==> src/rtl/adder_arb_pkg.sv <==
`default_nettype none
// ============================================================================
// Module   : adder_arb_pkg
// Brief    : Shared defaults, width helper and types for the adder arbiter.
// Revision : 1.0
// ============================================================================
package adder_arb_pkg;

    localparam int NREQ_DEFAULT = 4;
    localparam int W_DEFAULT    = 13;

    // A one-requester build still needs a 1-bit id field.
    function automatic int id_width(input int n);
        return (n > 1) ? $clog2(n) : 1;
    endfunction

    typedef logic [W_DEFAULT:0]               sum_t;
    typedef logic [$clog2(NREQ_DEFAULT)-1:0]  id_t;

endpackage : adder_arb_pkg
`default_nettype wire

==> src/rtl/adder_arbiter_rr_arbiter.sv <==
`default_nettype none
// ============================================================================
// Module   : rr_arbiter
// Brief    : Combinational round-robin pick: first request at or after rr_ptr.
// Revision : 1.0
// ============================================================================
module rr_arbiter
    import adder_arb_pkg::*;
#(
    parameter int NREQ = NREQ_DEFAULT,
    parameter int IDW  = id_width(NREQ)
) (
    input  logic [NREQ-1:0] req_i,
    input  logic [IDW-1:0]  rr_ptr_i,
    input  logic            enable_i,
    output logic [NREQ-1:0] grant_o,
    output logic [IDW-1:0]  index_o,
    output logic            valid_o
);

    int             j;
    logic [IDW-1:0] idx;
    logic           found;

    always_comb begin
        grant_o = '0;
        index_o = '0;
        found   = 1'b0;
        j       = 0;
        idx     = '0;
        for (int k = 0; k < NREQ; k++) begin
            j = int'(rr_ptr_i) + k;
            if (j >= NREQ) begin
                j = j - NREQ;
            end
            idx = IDW'(j);
            if (!found && req_i[idx]) begin
                found   = 1'b1;
                index_o = idx;
            end
        end
        valid_o = found;
        if (enable_i && found) begin
            grant_o[index_o] = 1'b1;
        end
    end

endmodule : rr_arbiter
`default_nettype wire

==> src/rtl/adder_arbiter.sv <==
`default_nettype none
// ============================================================================
// Module   : adder_arbiter
// Brief    : Round-robin time-sharing of one W-bit adder among NREQ requesters
//            with a valid/ready request side and a tagged, backpressured
//            response. Define ADDER_ARB_PIPE_EN for an extra register stage.
// Revision : 1.0
// ============================================================================
module adder_arbiter
    import adder_arb_pkg::*;
#(
    parameter int NREQ = NREQ_DEFAULT,
    parameter int W    = W_DEFAULT,
    parameter int IDW  = id_width(NREQ)
) (
    input  logic            clk,
    input  logic            r_enable,
    input  logic [NREQ-1:0] req_valid,
    input  logic [NREQ*W-1:0] req_a,
    input  logic [NREQ*W-1:0] req_b,
    output logic [NREQ-1:0] req_ready,
    output logic            resp_valid,
    output logic [IDW-1:0]  resp_id,
    output logic [W-1:0]    resp_data,
    output logic            resp_carry,
    input  logic            resp_ready
);

    logic [IDW-1:0]  rr_ptr_q, rr_ptr_d;
    logic            resp_valid_q, resp_valid_d;
    logic [IDW-1:0]  resp_id_q, resp_id_d;
    logic [W:0]      resp_sum_q, resp_sum_d;

    logic            adv;
    logic            can_accept;
    logic            arb_en;
    logic            accept;
    logic [NREQ-1:0] grant;
    logic [IDW-1:0]  gidx;
    logic            gvalid;
    logic [W-1:0]    a_sel, b_sel;
    logic [W:0]      sum;

    assign adv    = !resp_valid_q || resp_ready;
    // Grants are suppressed during reset so nothing is accepted into a flushing pipe.
    assign arb_en = can_accept && !r_enable;
    assign accept = gvalid && arb_en;

    rr_arbiter #(
        .NREQ (NREQ),
        .IDW  (IDW)
    ) u_rr_arbiter (
        .req_i    (req_valid),
        .rr_ptr_i (rr_ptr_q),
        .enable_i (arb_en),
        .grant_o  (grant),
        .index_o  (gidx),
        .valid_o  (gvalid)
    );

    assign req_ready = grant;

    always_comb begin
        a_sel = '0;
        b_sel = '0;
        for (int i = 0; i < NREQ; i++) begin
            if (IDW'(i) == gidx) begin
                a_sel = req_a[i*W +: W];
                b_sel = req_b[i*W +: W];
            end
        end
        sum = {1'b0, a_sel} + {1'b0, b_sel};
    end

    always_comb begin
        rr_ptr_d = rr_ptr_q;
        if (accept) begin
            rr_ptr_d = (gidx == IDW'(NREQ - 1)) ? '0 : gidx + 1'b1;
        end
    end

`ifdef ADDER_ARB_PIPE_EN
    logic            s1_valid_q, s1_valid_d;
    logic [IDW-1:0]  s1_id_q, s1_id_d;
    logic [W:0]      s1_sum_q, s1_sum_d;

    assign can_accept = !s1_valid_q || adv;

    always_comb begin
        s1_valid_d   = s1_valid_q;
        s1_id_d      = s1_id_q;
        s1_sum_d     = s1_sum_q;
        resp_valid_d = resp_valid_q;
        resp_id_d    = resp_id_q;
        resp_sum_d   = resp_sum_q;
        if (can_accept) begin
            s1_valid_d = accept;
            if (accept) begin
                s1_id_d  = gidx;
                s1_sum_d = sum;
            end
        end
        if (adv) begin
            resp_valid_d = s1_valid_q;
            if (s1_valid_q) begin
                resp_id_d  = s1_id_q;
                resp_sum_d = s1_sum_q;
            end
        end
    end

    always_ff @(posedge clk) begin
        if (r_enable) begin
            s1_valid_q <= 1'b0;
            s1_id_q    <= '0;
            s1_sum_q   <= '0;
        end else begin
            s1_valid_q <= s1_valid_d;
            s1_id_q    <= s1_id_d;
            s1_sum_q   <= s1_sum_d;
        end
    end
`else
    assign can_accept = adv;

    always_comb begin
        resp_valid_d = resp_valid_q;
        resp_id_d    = resp_id_q;
        resp_sum_d   = resp_sum_q;
        if (adv) begin
            resp_valid_d = accept;
            if (accept) begin
                resp_id_d  = gidx;
                resp_sum_d = sum;
            end
        end
    end
`endif

    always_ff @(posedge clk) begin
        if (r_enable) begin
            rr_ptr_q     <= '0;
            resp_valid_q <= 1'b0;
            resp_id_q    <= '0;
            resp_sum_q   <= '0;
        end else begin
            rr_ptr_q     <= rr_ptr_d;
            resp_valid_q <= resp_valid_d;
            resp_id_q    <= resp_id_d;
            resp_sum_q   <= resp_sum_d;
        end
    end

    assign resp_valid = resp_valid_q;
    assign resp_id    = resp_id_q;
    assign resp_data  = resp_sum_q[W-1:0];
    assign resp_carry = resp_sum_q[W];

endmodule : adder_arbiter
`default_nettype wire

==> config.mk <==
export PLATFORM = sky130hd
export DESIGN_NAME = adder_arbiter
export DESIGN_NICKNAME = d
export VERILOG_FILES = /design/src/rtl/adder_arb_pkg.sv /design/src/rtl/adder_arbiter_rr_arbiter.sv /design/src/rtl/adder_arbiter.sv
export SDC_FILE = /design/constraint.sdc
export NUM_CORES = 1
export LEC_CHECK = 0
export CORE_MARGIN = 2
export CORE_UTILIZATION = 30
export CTS_CLUSTER_SIZE = 24
export DETAILED_ROUTE_END_ITERATION = 6
export HOLD_SLACK_MARGIN = 0.08
export PLACE_DENSITY = 0.74
export SLEW_MARGIN = 30
export SYNTH_ARGS = -nofsm -noshare
export SYNTH_HDL_FRONTEND = slang
export SYNTH_HIERARCHICAL = 1
export SYNTH_SLANG_ARGS = --single-unit
export TNS_END_PERCENT = 5
==> constraint.sdc <==
create_clock -name clk -period 7.55 [get_ports clk]
set_input_delay 1.1325 -clock clk [delete_from_list [all_inputs] [get_ports clk]]
set_output_delay 1.1325 -clock clk [all_outputs]
set_load 0.03 [all_outputs]
== After elaboration in Yosys (flattened, before gate mapping) ==
Index checks and enable logic that the tools add are counted.

* Latch bits: 0
* RAM bits: 0
* Input port bits: 111
* Output and inout bits: 21
* Register bits after elaboration: 19
* Memory bits (read-only): 0
* Logic and storage cells: 73
* Memories: 0

* $mul: 0
* Bitwise operators: 0
* Eq/ne operators: 4
* Reductions and logical operators: 14
* Divide/modulo/power cells: 0
* Shifts and indexed selects: 0
* Multiplexer cells: 32
* $lt $le $gt $ge: 10
* Add/subtract/negate cells: 9

{| class="wikitable"
|+ Operators by type and width
! kind !! count
|-
| $mux W13 || 8
|-
| $mux W2 || 9
|-
| $lt A2 B3 Y1 const B || 5
|-
| $add A13 B13 Y14 || 1
|-
| $ge A3 B3 Y1 const B || 3
|-
| $mux W1 || 9
|-
| $bmux W1 S2 || 4
|-
| $sub A2 B1 Y2 const B || 4
|-
| $add A2 B2 Y3 const B || 2
|-
| $logic_and A1 B1 Y1 || 6
|-
| $logic_not A1 Y1 || 5
|-
| $eq A2 B2 Y1 const A || 2
|-
| $mux W4 || 1
|-
| $add A2 B1 Y3 const B || 1
|-
| $ge A2 B3 Y1 const B || 1
|-
| $add A2 B1 Y2 const B || 1
|-
| $demux W1 S2 || 1
|-
| $eq A1 B2 Y1 const A || 1
|-
| $eq A2 B2 Y1 const B || 1
|-
| $ge A2 B1 Y1 const B || 1
|-
| $logic_not A2 Y1 || 1
|-
| $reduce_and A2 Y1 || 1
|-
| $logic_or A1 B1 Y1 || 1
|}

== Logic depth before layout (Yosys ltp) ==
Gate-level depths: netlist of the first run.

* Depth after elaboration: 20
* Gate-level depth with buffers: 21
* Mapped depth without buffers: 19

== By module ==
Netlist of the first run, hierarchy kept.

{| class="wikitable"
|+ By module, submodules not included
! module !! instances !! area an instance (um^2) !! sequential area each (um^2) !! cells an instance
|-
| adder_arbiter || 1 || 2,053.2 || 380.4 || 301
|-
| rr_arbiter || 1 || 135.1 || 0.0 || 20
|}

== Least setup slack after synthesis of the first run ==
No wires, ideal clock.

* Path type: input to register
* Start: in req_valid[2]
* End: reg resp_sum_q[10]
* Setup time: 0.063 ns
* Path buffers: 2
* Stages on the path: 19
* Required time: 7.487 ns
* Arrival time: 4.628 ns
* Slack: 2.859 ns
* Cell sequence: mux2_1 > nand2_1 > o221ai_2 > nor2_1 > ha_1 > clkbuf_1 > clkbuf_1 > a22oi_1 > nor2_1 > a21oi_1 > o21ai_0 > ha_1 > inv_1 > fa_1 > nand2b_1 > a21oi_1 > a31oi_1 > or4_1 > nand3b_1

* Longest elaborated chain between the ends: 18
* Elaborated cells between the ends (all ways): 37
* Classes of those cells: 1 x add/sub; 3 x eq/ne; 24 x mux; 9 x reduce/logical

{| class="wikitable"
|+ Ends and longest elaborated chain
! item !! line !! source
|-
| start, declared || adder_arbiter.sv:18 || <nowiki>input logic [NREQ-1:0] req_valid,</nowiki>
|-
| $bmux W1 S2 || adder_arbiter_rr_arbiter.sv:37 || <nowiki>if (!found && req_i[idx]) begin</nowiki>
|-
| $mux W1 (implied by the code) || adder_arbiter_rr_arbiter.sv:37 ||
|-
| $mux W1 || adder_arbiter_rr_arbiter.sv:37 ||
|-
| $logic_not A1 Y1 || adder_arbiter_rr_arbiter.sv:37 ||
|-
| $logic_and A1 B1 Y1 || adder_arbiter_rr_arbiter.sv:37 ||
|-
| $mux W1 || adder_arbiter_rr_arbiter.sv:37 ||
|-
| $logic_not A1 Y1 || adder_arbiter_rr_arbiter.sv:37 ||
|-
| $logic_and A1 B1 Y1 || adder_arbiter_rr_arbiter.sv:37 ||
|-
| $mux W1 || adder_arbiter_rr_arbiter.sv:37 ||
|-
| $logic_not A1 Y1 || adder_arbiter_rr_arbiter.sv:37 ||
|-
| $logic_and A1 B1 Y1 || adder_arbiter_rr_arbiter.sv:37 ||
|-
| $mux W2 (*) || adder_arbiter_rr_arbiter.sv:37 ||
|-
| via gidx[0] || adder_arbiter.sv:39 || <nowiki>logic [IDW-1:0] gidx;</nowiki>
|-
| $logic_not A2 Y1 || adder_arbiter.sv:67 || <nowiki>if (IDW'(i) == gidx) begin</nowiki>
|-
| $mux W13 (4 in series) || adder_arbiter.sv:67 ||
|-
| $add A13 B13 Y14 (*) || adder_arbiter.sv:72 || <nowiki>sum = {1'b0, a_sel} + {1'b0, b_sel};</nowiki>
|-
| end signal, assigned || adder_arbiter.sv:150 || <nowiki>resp_sum_q <= resp_sum_d;</nowiki>
|-
| end, declared || adder_arbiter.sv:32 || <nowiki>logic [W:0] resp_sum_q, resp_sum_d;</nowiki>
|}

The timed path passes the listed nets; every way through them passes the cells marked *. The select of a mux whose other input is x is not followed.
A chain may end at the register's enable or synchronous reset.

== Worst setup path after layout of the first run ==
* Start: in req_valid[0]
* End: reg resp_sum_q[10]

Same word-level chain as after synthesis.

==> run summary, run 1 <==
Max stage delay cell, worst path: or4_1
Fin util: 49.9%
Post-synth net total: 450
Post-CTS setup repair buffer count: 0
Tot GR Track Use: 17.7%
Die Height: 89.4 µm
Maximum clock rate: 183 MHz
Hold WC Path Type: flop to flop
Cell Area, Synth: 0.00219 mm²
Final wirelength: 7260 µm
EDFF count, synth: 0
Critical Path, Cell by Cell: clkdlybuf4s50_1 > a21oi_1 > o21ai_1 > o2bb2a_1 > inv_1 > ha_1 > buf_4 > nor2b_4 > a22oi_1 > nor2_1 > a21oi_1 > o21ai_0 > ha_1 > inv_1 > fa_1 > nand2b_1 > a21oi_1 > a31oi_1 > or4_1 > nand3b_1
Reg2reg start: rr_ptr_q[1]
Arrival time worst endpoint: 5.66 ns
Synth area leaders: dfxtp_1 17%, ha_1 9.7%, a21oi_1 9.1%, a22oi_1 8.2%, nand2_1 7.0%
Reg2Reg Capture Point: resp_sum_q[10]
PortBufs: 131
Asr flop ratio synth: 0%
Delay-heaviest family, CP: simple AND/OR/NAND/NOR gates
Post-detail-place hpwl: 6000 µm
WL per Instance: 13.7 µm
Synth warn: 6
Post-placement cell count: 527
Clock Pin Slew Worst Setup and Hold Paths: 0.07 ns
Worst setup SP type: input pin
CP peak stage delay: 0.53 ns
Synthesized area per cell: 6.82 µm²
Cells after synthesis: 321
Yosys top cell area share: 17.4%
Power per cell area: 263 mW/mm²
Crit. End Element: flop
R2R Setup Slk: 3.08 ns
#FFs+latches synth: 19
Synth unique cells: 46
Core area: 0.00718 mm²
Critical path class: input pin to flop
Worst R2R Path Depth: 19
Initial antenna violation count: 0
Clock Skews: 0.000821 ns
Worst vdd ir: 0.0874 mV
Vias in the first global route: 2546
Largest family of logic cells by synthesized area: compound AO/OA/AOI/OAI gates
Tot Pwr: 0.942 mW
Cts hold-fix bufs: 0
Setup crit start: req_valid[0]
Post-Synth XOR/XNOR Area: 3.20%
Compound-cell area share of the yosys netlist: 35.2%
Multiplexer share of the synthesized area: 0.515%
Io pins: 132
Drt pass-1 iters: 4
Final Hold Fails: 0
Setup TNS: 0 ns
Register area share after synthesis: 17.4%
Setup violators final: 0
Layout cells sized above 1: 3.24%
DIE AREA: 0.00799 mm²
Largest net degree at the start of global routing: 54
Routed Antenna Nets: 0
CP Buf/Inv Count: 4
Vias per inst: 5.11
Simple-gate share of the synthesized area: 26.6%
Placement Rows: 31
Rel. slew slack: 41.0%
Post_cts resized: 0
Run status: completed
Logic depth of the worst path, buffers included: 20
Clk sinks: 19
H-Tree Depth: 1
Grt total ovfl: 0
CTS buffer count: 3
Most frequent CP cell: a21oi_1
Most frequent cells in the layout: 131 x clkdlybuf4s50_1, 40 x a21oi_1, 40 x nand2_1, 31 x nor2_1
GP Congestion: 0.874
Final Critical Period: 5.47 ns
Drt initial violations: 138
Skew-Pair Late Insertion Delay: 0.25 ns
Die Wd: 89.4 µm
Leading area contributor after synthesis: dfxtp_1
Vias: 2714
CTS tree: built
Max Cap Violations: 0
Max-slew violation count: 0
First-pass GRT wire length: 11300 µm
Antenna diodes: 0
Worst-path fanout max: 28
Final nets: 562
Final Instance Count excl. Fillers: 531
Layout area overhead: 63.7%
Leak Pwr: 1.37 nW
CTS Buffer Depth: 2
DRC: 0
Critical path destination: resp_sum_q[10]
RSZ-0062 raised after global routing: false
Final worst path period share: 72.4%
Worst-margin pin slew: 0.885 ns
Worst EP required: 7.75 ns
Commonest non-fill, non-tap cell in the layout: clkdlybuf4s50_1
Adder-cell share of the synthesized area: 10.6%
Clk root buf: clkbuf_8
Initial Utilization: 30.5%
Most used DFF post-synth: dfxtp_1
==> final cells by class <==
cell class                      instances  area, µm²
Tap cell                               99        124
Fill cell                             705       3590
Multi-Input combinational cell        268       1680
Inverter                                9       33.8
Clock buffer                            4       45.0
Sequential cell                        19        380
Timing Repair Buffer                  132       1320
==> report_power, final <==
group          internal (mW)  switching, mW
logic                  0.310          0.407
registers              0.135         0.0209
clock network         0.0375         0.0323
==> through the flow <==
stage,hold slack (ns),cell area (µm²),worst slack (ns)
floorplan,0.479,2190,2.86
global placement,0.448,3530,1.74
detailed placement,0.460,3530,1.50
CTS,0.472,3570,1.76
global route,0.488,3580,1.69
finish,0.470,3580,2.08
==> how the worst min path moves through the flow <==
stage / startpoint / end / slack (ns) / depth (start not counted)
after floorplan: rr_ptr_q[0] / rr_ptr_q[0] / 0.48 / 2
after global placement: resp_id[0] / resp_id[0] / 0.45 / 2
after detailed placement: resp_id[0] / resp_id[0] / 0.46 / 2
after CTS: resp_id[0] / resp_id[0] / 0.47 / 2
after global routing: resp_id[0] / resp_id[0] / 0.49 / 2
final: resp_id[0] / resp_id[0] / 0.47 / 2
==> registers in the layout (all words and copies together) (netlist names) <==
signal and count:
resp_id 2, rr_ptr_q 2, resp_valid 1, resp_sum_q 14
==> Yosys cell counts (3+ instances only) <==
library cell,instances
o21ai_0,24
nor2b_1,6
a22oi_1,24
nand2_1,41
nand4_1,6
dfxtp_1,19
nor2_1,31
o21ai_1,13
ha_1,17
buf_2,3
xor2_1,6
a21oi_1,40
nand2b_1,3
nor3_1,6
nand3b_1,17
inv_1,7
a21o_1,4
clkbuf_1,20
==> kinds of logic (layout without fill, tap and decap cells) <==
kind of cell,count (synthesis),count (layout)
xor gates and xnor gates,8,8
adders and majority gates,18,18
muxes,1,1
buffers and inverters,34,145
and+or+nand+nor,117,117
AOI/OAI and AO/OA,124,124
DFF,19,19
==> metal layers <==
metal / GRT usage (%) / wire, µm / part of all wire (%) / vias up
met3: 3.42 / 584 / 8.0 / 6
met4: 3.26 / 52 / 0.72 / 0
met1: 22.9 / 3130 / 43 / 1206
li1: - / - / - / 1386
met2: 30.6 / 3490 / 48 / 116
met5: 0 / 0 / 0 / -
==> tightest hold or removal path, delay by kind of cell (launching register included) <==
kind,cells,cell delay (ns)
AND/OR/NAND/NOR,1,0.05
AO/OA/AOI/OAI,1,0.06
flip-flops,1,0.31
(Power assumes the default switching activity.)
==> run 2: changes to the inputs <==
--- a/config.mk
+++ b/config.mk
@@ -10,7 +10,7 @@
 export CTS_CLUSTER_SIZE = 24
 export DETAILED_ROUTE_END_ITERATION = 6
 export HOLD_SLACK_MARGIN = 0.08
-export PLACE_DENSITY = 0.74
+export PLACE_DENSITY = 0.76
 export SLEW_MARGIN = 30
 export SYNTH_ARGS = -nofsm -noshare
 export SYNTH_HDL_FRONTEND = slang
==> constraint.sdc (replaced) <==
create_clock -name clk -period 5 [get_ports clk]
set_input_delay 0.75 -clock clk [delete_from_list [all_inputs] [get_ports clk]]
set_output_delay 0.75 -clock clk [all_outputs]
set_load 0.03 [all_outputs]
==> run summary, run 2 (synthesis gave the netlist of run 1 again) <==
Run status: completed
H-Tree Depth: 1 (unchanged)
Skew-Pair Late Insertion Delay: 0.25 ns (about the same)
Met3 WL: 551 µm (-5.7%)
Tot GR Track Use: 18.2% (+0.52 points)
Rel. slew slack: 60.8% (+20 points)
Grt total ovfl: 0 (unchanged)
WL met1: 3260 µm (+4.0%)
CTS buffer count: 3 (unchanged)
Final Critical Period: 4.60 ns
Max FFs per register: 14 (unchanged)
# fillers: 707 (+0.28%)
Initial Utilization: 30.5% (unchanged)
Initial antenna violation count: 0 (unchanged)
Commonest non-fill, non-tap cell in the layout: clkdlybuf4s50_1
Vias: 2746 (+1.2%)
Drt pass-1 iters: 4 (unchanged)
Die Height: 89.4 µm (unchanged)
Most frequent cells in the layout: 131 x clkdlybuf4s50_1, 40 x a21oi_1, 40 x nand2_1, 31 x nor2_1
Routed Antenna Nets: 0 (unchanged)
Post-placement cell count: 536 (+1.7%)
Critical path class: input pin to flop
Hold WC Path Type: flop to flop
CTS Buffer Depth: 2 (unchanged)
PortBufs: 131 (unchanged)
Register area: 380 µm² (unchanged)
R2R Setup Slk: 0.93 ns (-2.15 ns)
Largest register by flop count: resp_sum_q
Placement Rows: 31 (unchanged)
Die Wd: 89.4 µm (unchanged)
Vias in the first global route: 2657 (+4.4%)
Final Hold Fails: 0 (unchanged)
Largest net degree at the start of global routing: 34 (-37%)
DIE AREA: 0.00799 mm² (unchanged)
DRC: 0 (unchanged)
RSZ-0062 raised after global routing: false
CTS tree: built
Post-detail-place hpwl: 6250 µm (+4.1%)
Vias per inst: 5.09 (-0.51%)
Clock Pin Slew Worst Setup and Hold Paths: 0.07 ns (about the same)
Maximum clock rate: 217 MHz
Max Cap Violations: 0 (unchanged)
Top Metal Used: met4
GP Congestion: 0.854 (-2.3%)
Worst setup SP type: input pin
WL per Instance: 13.7 µm (+0.26%)
Setup violators final: 0 (unchanged)
Setup TNS: 0 ns (unchanged)
Final wirelength: 7410 µm (+2.0%)
Antenna diodes: 0 (unchanged)
Final nets: 571 (+1.6%)
Met2 wire length: 3540 µm (+1.3%)
Core area: 0.00718 mm² (unchanged)
Leak Pwr: 1.41 nW (+3.4%)
Power per cell area: 399 mW/mm² (+51%)
Layout area overhead: 66.8%
Layout cells sized above 1: 5.22% (+2.0 points)
Drt initial violations: 90 (-35%)
Fin util: 50.9% (+0.94 points)
Clk root buf: clkbuf_8
Crit. End Element: flop
Final worst path period share: 92.0%
Io pins: 132 (unchanged)
Clock Skews: 0.000904 ns (+0.0000826 ns)
Final Instance Area: 0.00365 mm² (+1.9%)
Arrival time worst endpoint: 4.80 ns (-0.86 ns)
Post-CTS setup repair buffer count: 0 (unchanged)
Worst-path fanout max: 18 (-36%)
Max-slew violation count: 0 (unchanged)
First-pass GRT wire length: 11700 µm (+3.3%)
Multi-input logic area: 0.00168 mm² (unchanged)
Placement Cell Area: 0.00360 mm² (+1.9%)
Worst vdd ir: 0.162 mV (+86%)
Final Instance Count excl. Fillers: 540 (+1.7%)
Clk sinks: 19 (unchanged)
Worst EP required: 5.20 ns (-2.55 ns)
Worst-margin pin slew: 0.586 ns (-0.299 ns)
==> run 2: cell types whose count changed in the layout (fill, tap and decap cells not counted), sizes merged <==
cell and change:
buf +9
==> run 2: path summary, 6_finish.rpt <==
path,from,to,cells after the start
max,req_valid[3],resp_sum_q[10],18
min reg2reg,resp_id[0],resp_id[0],2
max reg2reg,rr_ptr_q[1],resp_sum_q[10],17
min,resp_id[0],resp_id[0],2
==> run 2: routing by layer <==
metal  global-route usage [%]  vias to the layer above
met5                        0                        -
met4                     3.12                        0
met3                     2.86                        6
met2                     31.9                      112
met1                     23.8                     1221
li1                         -                     1407
==> run 2: critical path: stages <==
cell and delay, ns:
clkdlybuf4s50_1 0.56, inv_2 0.05, a22oi_1 0.21, o221ai_2 0.17, nor2_1 0.27, ha_1 0.27
buf_4 0.19, buf_4 0.23, a221oi_1 0.12, nor3_1 0.15, a21o_1 0.13, inv_1 0.06
fa_1 0.44, nand2b_1 0.18, a21oi_1 0.18, a31oi_1 0.21, or4_1 0.51, nand3b_1 0.09
==> run 2: report_power, final <==
part           internal [mW]  total, mW  switching (mW)  leakage (nW)
sequential             0.203      0.231          0.0284         0.158
clock                 0.0566      0.106          0.0496        0.0228
combinational          0.491       1.12           0.625          1.23
total                  0.751       1.45           0.703          1.41
==> run 2: cell type report <==
class	count	area share (%)
clock buffer	4	1.23
sequential	19	10.4
timing repair buffer	141	38.0
inverter	9	0.926
multi-input combinational	268	46.0
tap	99	3.39
==> run 2: timing repair <==
action                                  4_1_cts  5_1_grt
resized for setup                             0        1
hold buffers                                  0        0
endpoints found under the setup margin        0        1
==> run 2: metrics by stage <==
stage / hold WS (ns) / total power, mW / setup WS, ns
after floorplan: 0.479 / 0.976 / 0.692
after global placement: 0.445 / 1.32 / 0.297
after detailed placement: 0.458 / 1.34 / 0.163
after CTS: 0.468 / 1.45 / 0.430
after global routing: 0.489 / 1.59 / 0.0232
final: 0.469 / 1.45 / 0.400
